File: src/rtl/mining_pkg.sv
// -----------------------------------------------------------------------------
// mining_pkg
// Definitions shared by the nonce scheduler and the mining control logic.
// It holds the scheduler state encoding, the default nonce width and difficulty,
// and the 256-bit digest width that Mining_FSM also uses.
// -----------------------------------------------------------------------------
package mining_pkg;

    localparam int NONCE_W_DEF   = 32;
    localparam int DIFF_BITS_DEF = 10;
    localparam int HASH_W        = 256;
    localparam int ATTEMPT_W     = 32;

    typedef enum logic [2:0] {
        ST_IDLE      = 3'd0,
        ST_ISSUE     = 3'd1,
        ST_WAIT      = 3'd2,
        ST_CHECK     = 3'd3,
        ST_FOUND     = 3'd4,
        ST_EXHAUSTED = 3'd5
    } state_e;

    // A new sweep may only begin from a resting state.
    function automatic logic start_allowed(input state_e s);
        return (s == ST_IDLE) || (s == ST_FOUND) || (s == ST_EXHAUSTED);
    endfunction

    // The scheduler is busy while a candidate is outstanding or being judged.
    function automatic logic is_busy(input state_e s);
        return (s == ST_ISSUE) || (s == ST_WAIT) || (s == ST_CHECK);
    endfunction

endpackage

File: src/rtl/difficulty_check.sv
// -----------------------------------------------------------------------------
// difficulty_check
// Purely combinational hit test. A digest is a hit when its DIFF_BITS most
// significant bits are all zero.
// Ports:
//   HASH  in  [HASH_W-1:0]  digest, bit HASH_W-1 is the MSB
//   hit   out               1 when HASH[HASH_W-1 -: DIFF_BITS] == 0
// -----------------------------------------------------------------------------
module difficulty_check
    import mining_pkg::*;
#(
    parameter int DIFF_BITS = DIFF_BITS_DEF
) (
    input  logic [HASH_W-1:0] HASH,
    output logic              hit
);

    // Mask that selects the leading DIFF_BITS bits of the digest. Shifting an
    // all-ones word right and inverting it avoids a zero-width replication
    // when DIFF_BITS equals HASH_W.
    localparam logic [HASH_W-1:0] LEAD_MASK = ~({HASH_W{1'b1}} >> DIFF_BITS);

    logic [HASH_W-1:0] lead_bits;

    assign lead_bits = HASH & LEAD_MASK;
    assign hit       = ~|lead_bits;

endmodule

File: src/rtl/nonce_scheduler.sv
// -----------------------------------------------------------------------------
// nonce_scheduler
// Sweeps an inclusive nonce range, presents one candidate at a time to a hash
// core with a valid/ready handshake, waits for the digest, and stops on the
// first digest that meets the difficulty or when the range is used up.
// Ports:
//   clock, reset        clock and synchronous active-high reset
//   start, abort        control pulses (abort has priority over everything but reset)
//   nonce_first/last    inclusive range, sampled on an accepted start
//   nonce_valid/ready   candidate handshake toward the hash core
//   nonce               current candidate
//   hash_valid, HASH    digest for the last transferred candidate
//   busy/found/exhausted  status flags derived from the state
//   found_nonce         winning nonce, meaningful while found is high
//   attempts            digests checked in the current sweep (saturating)
// -----------------------------------------------------------------------------
module nonce_scheduler
    import mining_pkg::*;
#(
    parameter int NONCE_W   = NONCE_W_DEF,
    parameter int DIFF_BITS = DIFF_BITS_DEF
) (
    input  logic                 clock,
    input  logic                 reset,
    input  logic                 start,
    input  logic                 abort,
    input  logic [NONCE_W-1:0]   nonce_first,
    input  logic [NONCE_W-1:0]   nonce_last,
    output logic                 nonce_valid,
    input  logic                 nonce_ready,
    output logic [NONCE_W-1:0]   nonce,
    input  logic                 hash_valid,
    input  logic [HASH_W-1:0]    HASH,
    output logic                 busy,
    output logic                 found,
    output logic                 exhausted,
    output logic [NONCE_W-1:0]   found_nonce,
    output logic [ATTEMPT_W-1:0] attempts
);

    state_e                 state_q, state_d;
    logic [NONCE_W-1:0]     nonce_q, nonce_d;
    logic [NONCE_W-1:0]     last_q, last_d;
    logic [NONCE_W-1:0]     found_nonce_q, found_nonce_d;
    logic [ATTEMPT_W-1:0]   attempts_q, attempts_d;
    logic                   hit_q, hit_d;

    logic                   hash_hit;
    logic                   start_ok;

    difficulty_check #(
        .DIFF_BITS (DIFF_BITS)
    ) u_difficulty_check (
        .HASH (HASH),
        .hit  (hash_hit)
    );

    assign start_ok = start && start_allowed(state_q);

    always_ff @(posedge clock) begin
        if (reset) begin
            state_q       <= ST_IDLE;
            nonce_q       <= '0;
            last_q        <= '0;
            found_nonce_q <= '0;
            attempts_q    <= '0;
            hit_q         <= 1'b0;
        end else begin
            state_q       <= state_d;
            nonce_q       <= nonce_d;
            last_q        <= last_d;
            found_nonce_q <= found_nonce_d;
            attempts_q    <= attempts_d;
            hit_q         <= hit_d;
        end
    end

    always_comb begin
        state_d       = state_q;
        nonce_d       = nonce_q;
        last_d        = last_q;
        found_nonce_d = found_nonce_q;
        attempts_d    = attempts_q;
        hit_d         = hit_q;

        if (abort) begin
            // Attempts and the candidate are deliberately kept so software can
            // see how far the cancelled sweep got.
            state_d = ST_IDLE;
        end else if (start_ok) begin
            nonce_d       = nonce_first;
            last_d        = nonce_last;
            attempts_d    = '0;
            found_nonce_d = '0;
            state_d       = (nonce_first > nonce_last) ? ST_EXHAUSTED : ST_ISSUE;
        end else begin
            case (state_q)
                ST_ISSUE: begin
                    if (nonce_ready) begin
                        state_d = ST_WAIT;
                    end
                end
                ST_WAIT: begin
                    if (hash_valid) begin
                        hit_d   = hash_hit;
                        state_d = ST_CHECK;
                    end
                end
                ST_CHECK: begin
                    if (attempts_q != '1) begin
                        attempts_d = attempts_q + 32'd1;
                    end
                    // The end-of-range test uses the un-incremented nonce so an
                    // all-ones last nonce stops instead of wrapping to zero.
                    if (hit_q) begin
                        found_nonce_d = nonce_q;
                        state_d       = ST_FOUND;
                    end else if (nonce_q == last_q) begin
                        state_d = ST_EXHAUSTED;
                    end else begin
                        nonce_d = nonce_q + NONCE_W'(1);
                        state_d = ST_ISSUE;
                    end
                end
                default: begin
                end
            endcase
        end
    end

    assign nonce_valid = (state_q == ST_ISSUE);
    assign nonce       = nonce_q;
    assign busy        = is_busy(state_q);
    assign found       = (state_q == ST_FOUND);
    assign exhausted   = (state_q == ST_EXHAUSTED);
    assign found_nonce = found_nonce_q;
    assign attempts    = attempts_q;

endmodule

File: config.mk
export PLATFORM = sky130hd
export DESIGN_NAME = nonce_scheduler
export DESIGN_NICKNAME = d
export VERILOG_FILES = /design/src/rtl/mining_pkg.sv /design/src/rtl/difficulty_check.sv /design/src/rtl/nonce_scheduler.sv
export SDC_FILE = /design/constraint.sdc
export NUM_CORES = 1
export LEC_CHECK = 0
export CAP_MARGIN = 20
export CORE_AREA = 2 2 164 166
export CTS_BUF_LIST = sky130_fd_sc_hd__clkbuf_4
export DETAILED_ROUTE_END_ITERATION = 16
export DIE_AREA = 0 0 166 168
export REMOVE_ABC_BUFFERS = 1
export SLEW_MARGIN = 20
export SYNTH_ARGS = -nofsm -noshare
export SYNTH_HDL_FRONTEND = slang
export SYNTH_SLANG_ARGS = --single-unit
File: constraint.sdc
create_clock -name clock -period 3.1 [get_ports clock]
set_input_delay 0.465 -clock clock [delete_from_list [all_inputs] [get_ports clock]]
set_output_delay 0.465 -clock clock [all_outputs]
set_load 0.02 [all_outputs]
==> out/metrics.yaml <==
crit_family: "buffers and inverters"
slowest_delay_ns: 0.75
drt_wl_total_um: 27100
wl_per_cell_um: 18.4
ir_drop_mv: 0.212
area_growth_pct: 35.7
ys.warnings.count: 0
path_max_fanout: 11
yosys.area.top_type: "dfxtp_1"
antenna_left: 0
std_cell_rows: 60
layout_commonest_cell: "clkdlybuf4s50_1"
drive_above_1_share_pct: 9.38
path_cells: "inv_1 > nor3_1 > clkdlybuf4s50_1"
postLayoutCoreUtil_pct: 37.9
power_density_mw_per_mm2: 373
hpwlAfterDp_um: 20700
maxCapViolCount: 0
io_pins: 426
grtUsageTotal_pct: 19.2
setup_viol: 0
cts.repair.resized: 0
grt_first_pass_wirelength_um: 41900
clkTransAtPathRegs_ns: 0.15
die-width_um: 166
crit_slowest_cell: "clkdlybuf4s50_1"
startpoint_type: "flop"
cts.sinks: 132
r2r_end: "nonce[28]"
io_buffers: 179
hold_depth: 2
setup-tns-final_ns: 0
grt_remaining_overflow: 0
die_area_mm2: 0.0279
whs_endpoint: "found_nonce[21]"
core_area_mm2: 0.0264
critPathKind: "reg -> out"
r2r-start: "nonce[1]"
yosysUniqueCellTypes: 70
hold_violations: 0
hold_start: "reset"
cts_root_buf: "clkbuf_4"
initial_core_util_pct: 27.9
final_cell_area_mm2: 0.00998
worstSkewPairLatency_ns: 0.58
r2r_cells: 7
layout.nets: 1477
cp.required_ns: 2.63
finalCriticalPeriod_ns: 2.63
final_cell_mix: "178 x clkdlybuf4s50_1, 155 x nand2_1, 132 x dfxtp_1"
multi_input_area_mm2: 0.00432
drtIter0Drc: 576
fin_cells: 1475
ys_seq_area_share_pct: 35.9
cts_tree: "built"
status: "completed"
slew_headroom_pct: 55.9
numCtsBuffers: 17
syn_inst: 933
fin_crit_sh_pct: 84.9
p_leak_uw: 0.00371
fin_skew_ns: 0.0402
seq_area_mm2: 0.00264
rsz0062_at_grt: "false"
synth_top_area_share_pct: 35.9
avgSynthCellArea_um2: 7.88
routabilityCongestion: 0.881
synth_ff_type: "dfxtp_1"
synth_area_mm2: 0.00736
fmax_mhz: 380
hp-class: "in -> reg"
cp-end-kind: "primary output"
synth_area_leaders: "dfxtp_1 36%, nand2_1 8.0%, a21oi_1 6.3%"
cp_num_buf_inv: 2
worst_pin_slew_ns: 0.662
antenna_found_initial: 4
place_area_mm2: 0.00970
clock_path_buffers: 2
vias_per_cell: 5.20
cts_setup_buffers: 0
grt_max_degree: 48
firstDrtPassIters: 7
cp.arrival_ns: 2.17
synthArstFlopShare_pct: 0
cts_hold_buf: 0
drc: 0
vias: 7667
grt_pass1_vias: 7415
ys_ff_latch: 132
fill_cells: 2770
numPlacedInstances: 1439
cts_max_level: 4
rrSetupSlack_ns: 0.63
die_h_um: 168
drv_slew: 0
synth-edff-count: 0
[registers in the layout, summed over array words and instances (netlist names)]
| name | count |
|---|---|
| hit_q | 1 |
| state_q | 3 |
| attempts | 32 |
| last_q | 32 |
| found_nonce | 32 |
| nonce | 32 |
[cell usage after synthesis (all sizes together) (3+ instances only)]
| master | instances |
|---|---|
| a211oi | 8 |
| inv | 38 |
| ha | 34 |
| or4 | 6 |
| nor2b | 3 |
| or3 | 8 |
| and4 | 13 |
| o41ai | 5 |
| o211ai | 10 |
| a32o | 16 |
| clkbuf | 27 |
| buf | 34 |
| o31ai | 6 |
| nand2 | 157 |
| and3 | 11 |
| a311oi | 6 |
| a31oi | 3 |
| xor2 | 45 |
| dfxtp | 132 |
| nor3b | 4 |
| nor3 | 20 |
| or2 | 4 |
| a21o | 4 |
| nand3 | 65 |
| and2 | 5 |
| a21oi | 93 |
| nand4 | 26 |
| xnor2 | 14 |
| nor4 | 20 |
| nand2b | 5 |
| nor2 | 62 |
| o21ai | 17 |
| o22ai | 3 |
[power by group]
| group | total (uW) | switching (uW) | internal [uW] |
|---|---|---|---|
| clock network | 1180 | 766 | 416 |
| registers | 1810 | 65.5 | 1750 |
| logic | 729 | 411 | 317 |
[layer usage]
layer | global-route usage [%] | share of wire [%]
met2 | 29.9 | 44
met3 | 6.89 | 9.4
met1 | 25.3 | 45
met4 | 4.69 | 1.6
met5 | 0 | 0
[stage by stage]
| step | setup slack [ns] | hold slack (ns) | power, uW |
|---|---|---|---|
| final | 0.470 | 0.416 | 3720 |
| after global routing | 0.290 | 0.411 | 3900 |
| after CTS | 0.413 | 0.388 | 3760 |
| after detailed placement | 0.0820 | 0.445 | 2570 |
| after global placement | 0.0916 | 0.438 | 2570 |
| after floorplan | -1.58 | 0.442 | 2160 |
[kinds of logic after synthesis]
logic type,Yosys count,synth area share [%]
AOI/OAI and AO/OA,195,17.4
xor gates and xnor gates,59,7.03
adders and majority gates,34,5.78
buffers and inverters,99,5.70
DFF,132,35.9
muxes,2,0.272
and+or+nand+nor,412,27.9
[layout make-up]
cell class | count | area share [%]
well taps | 341 | 4.27
flip-flops and latches | 132 | 26.5
repair buffers | 226 | 21.7
clock inverters | 15 | 1.44
clock buffers | 17 | 1.28
multi-input cells | 702 | 43.3
diodes | 4 | 0.100
inverters | 38 | 1.43
[worst max-delay path by stage]
stage | startpoint | to | slack (ns) | depth (start not counted)
6_report | state_q[0] | nonce_valid | 0.47 | 3
2_1_floorplan | state_q[1] | attempts[3] | -1.58 | 6
3_3_place_gp | nonce_last[14] | state_q[2] | 0.09 | 10
4_1_cts | state_q[0] | nonce_valid | 0.41 | 3
3_5_place_dp | nonce_last[14] | state_q[2] | 0.08 | 10
5_1_grt | state_q[0] | nonce_valid | 0.29 | 3
(Power assumes the default switching activity.)
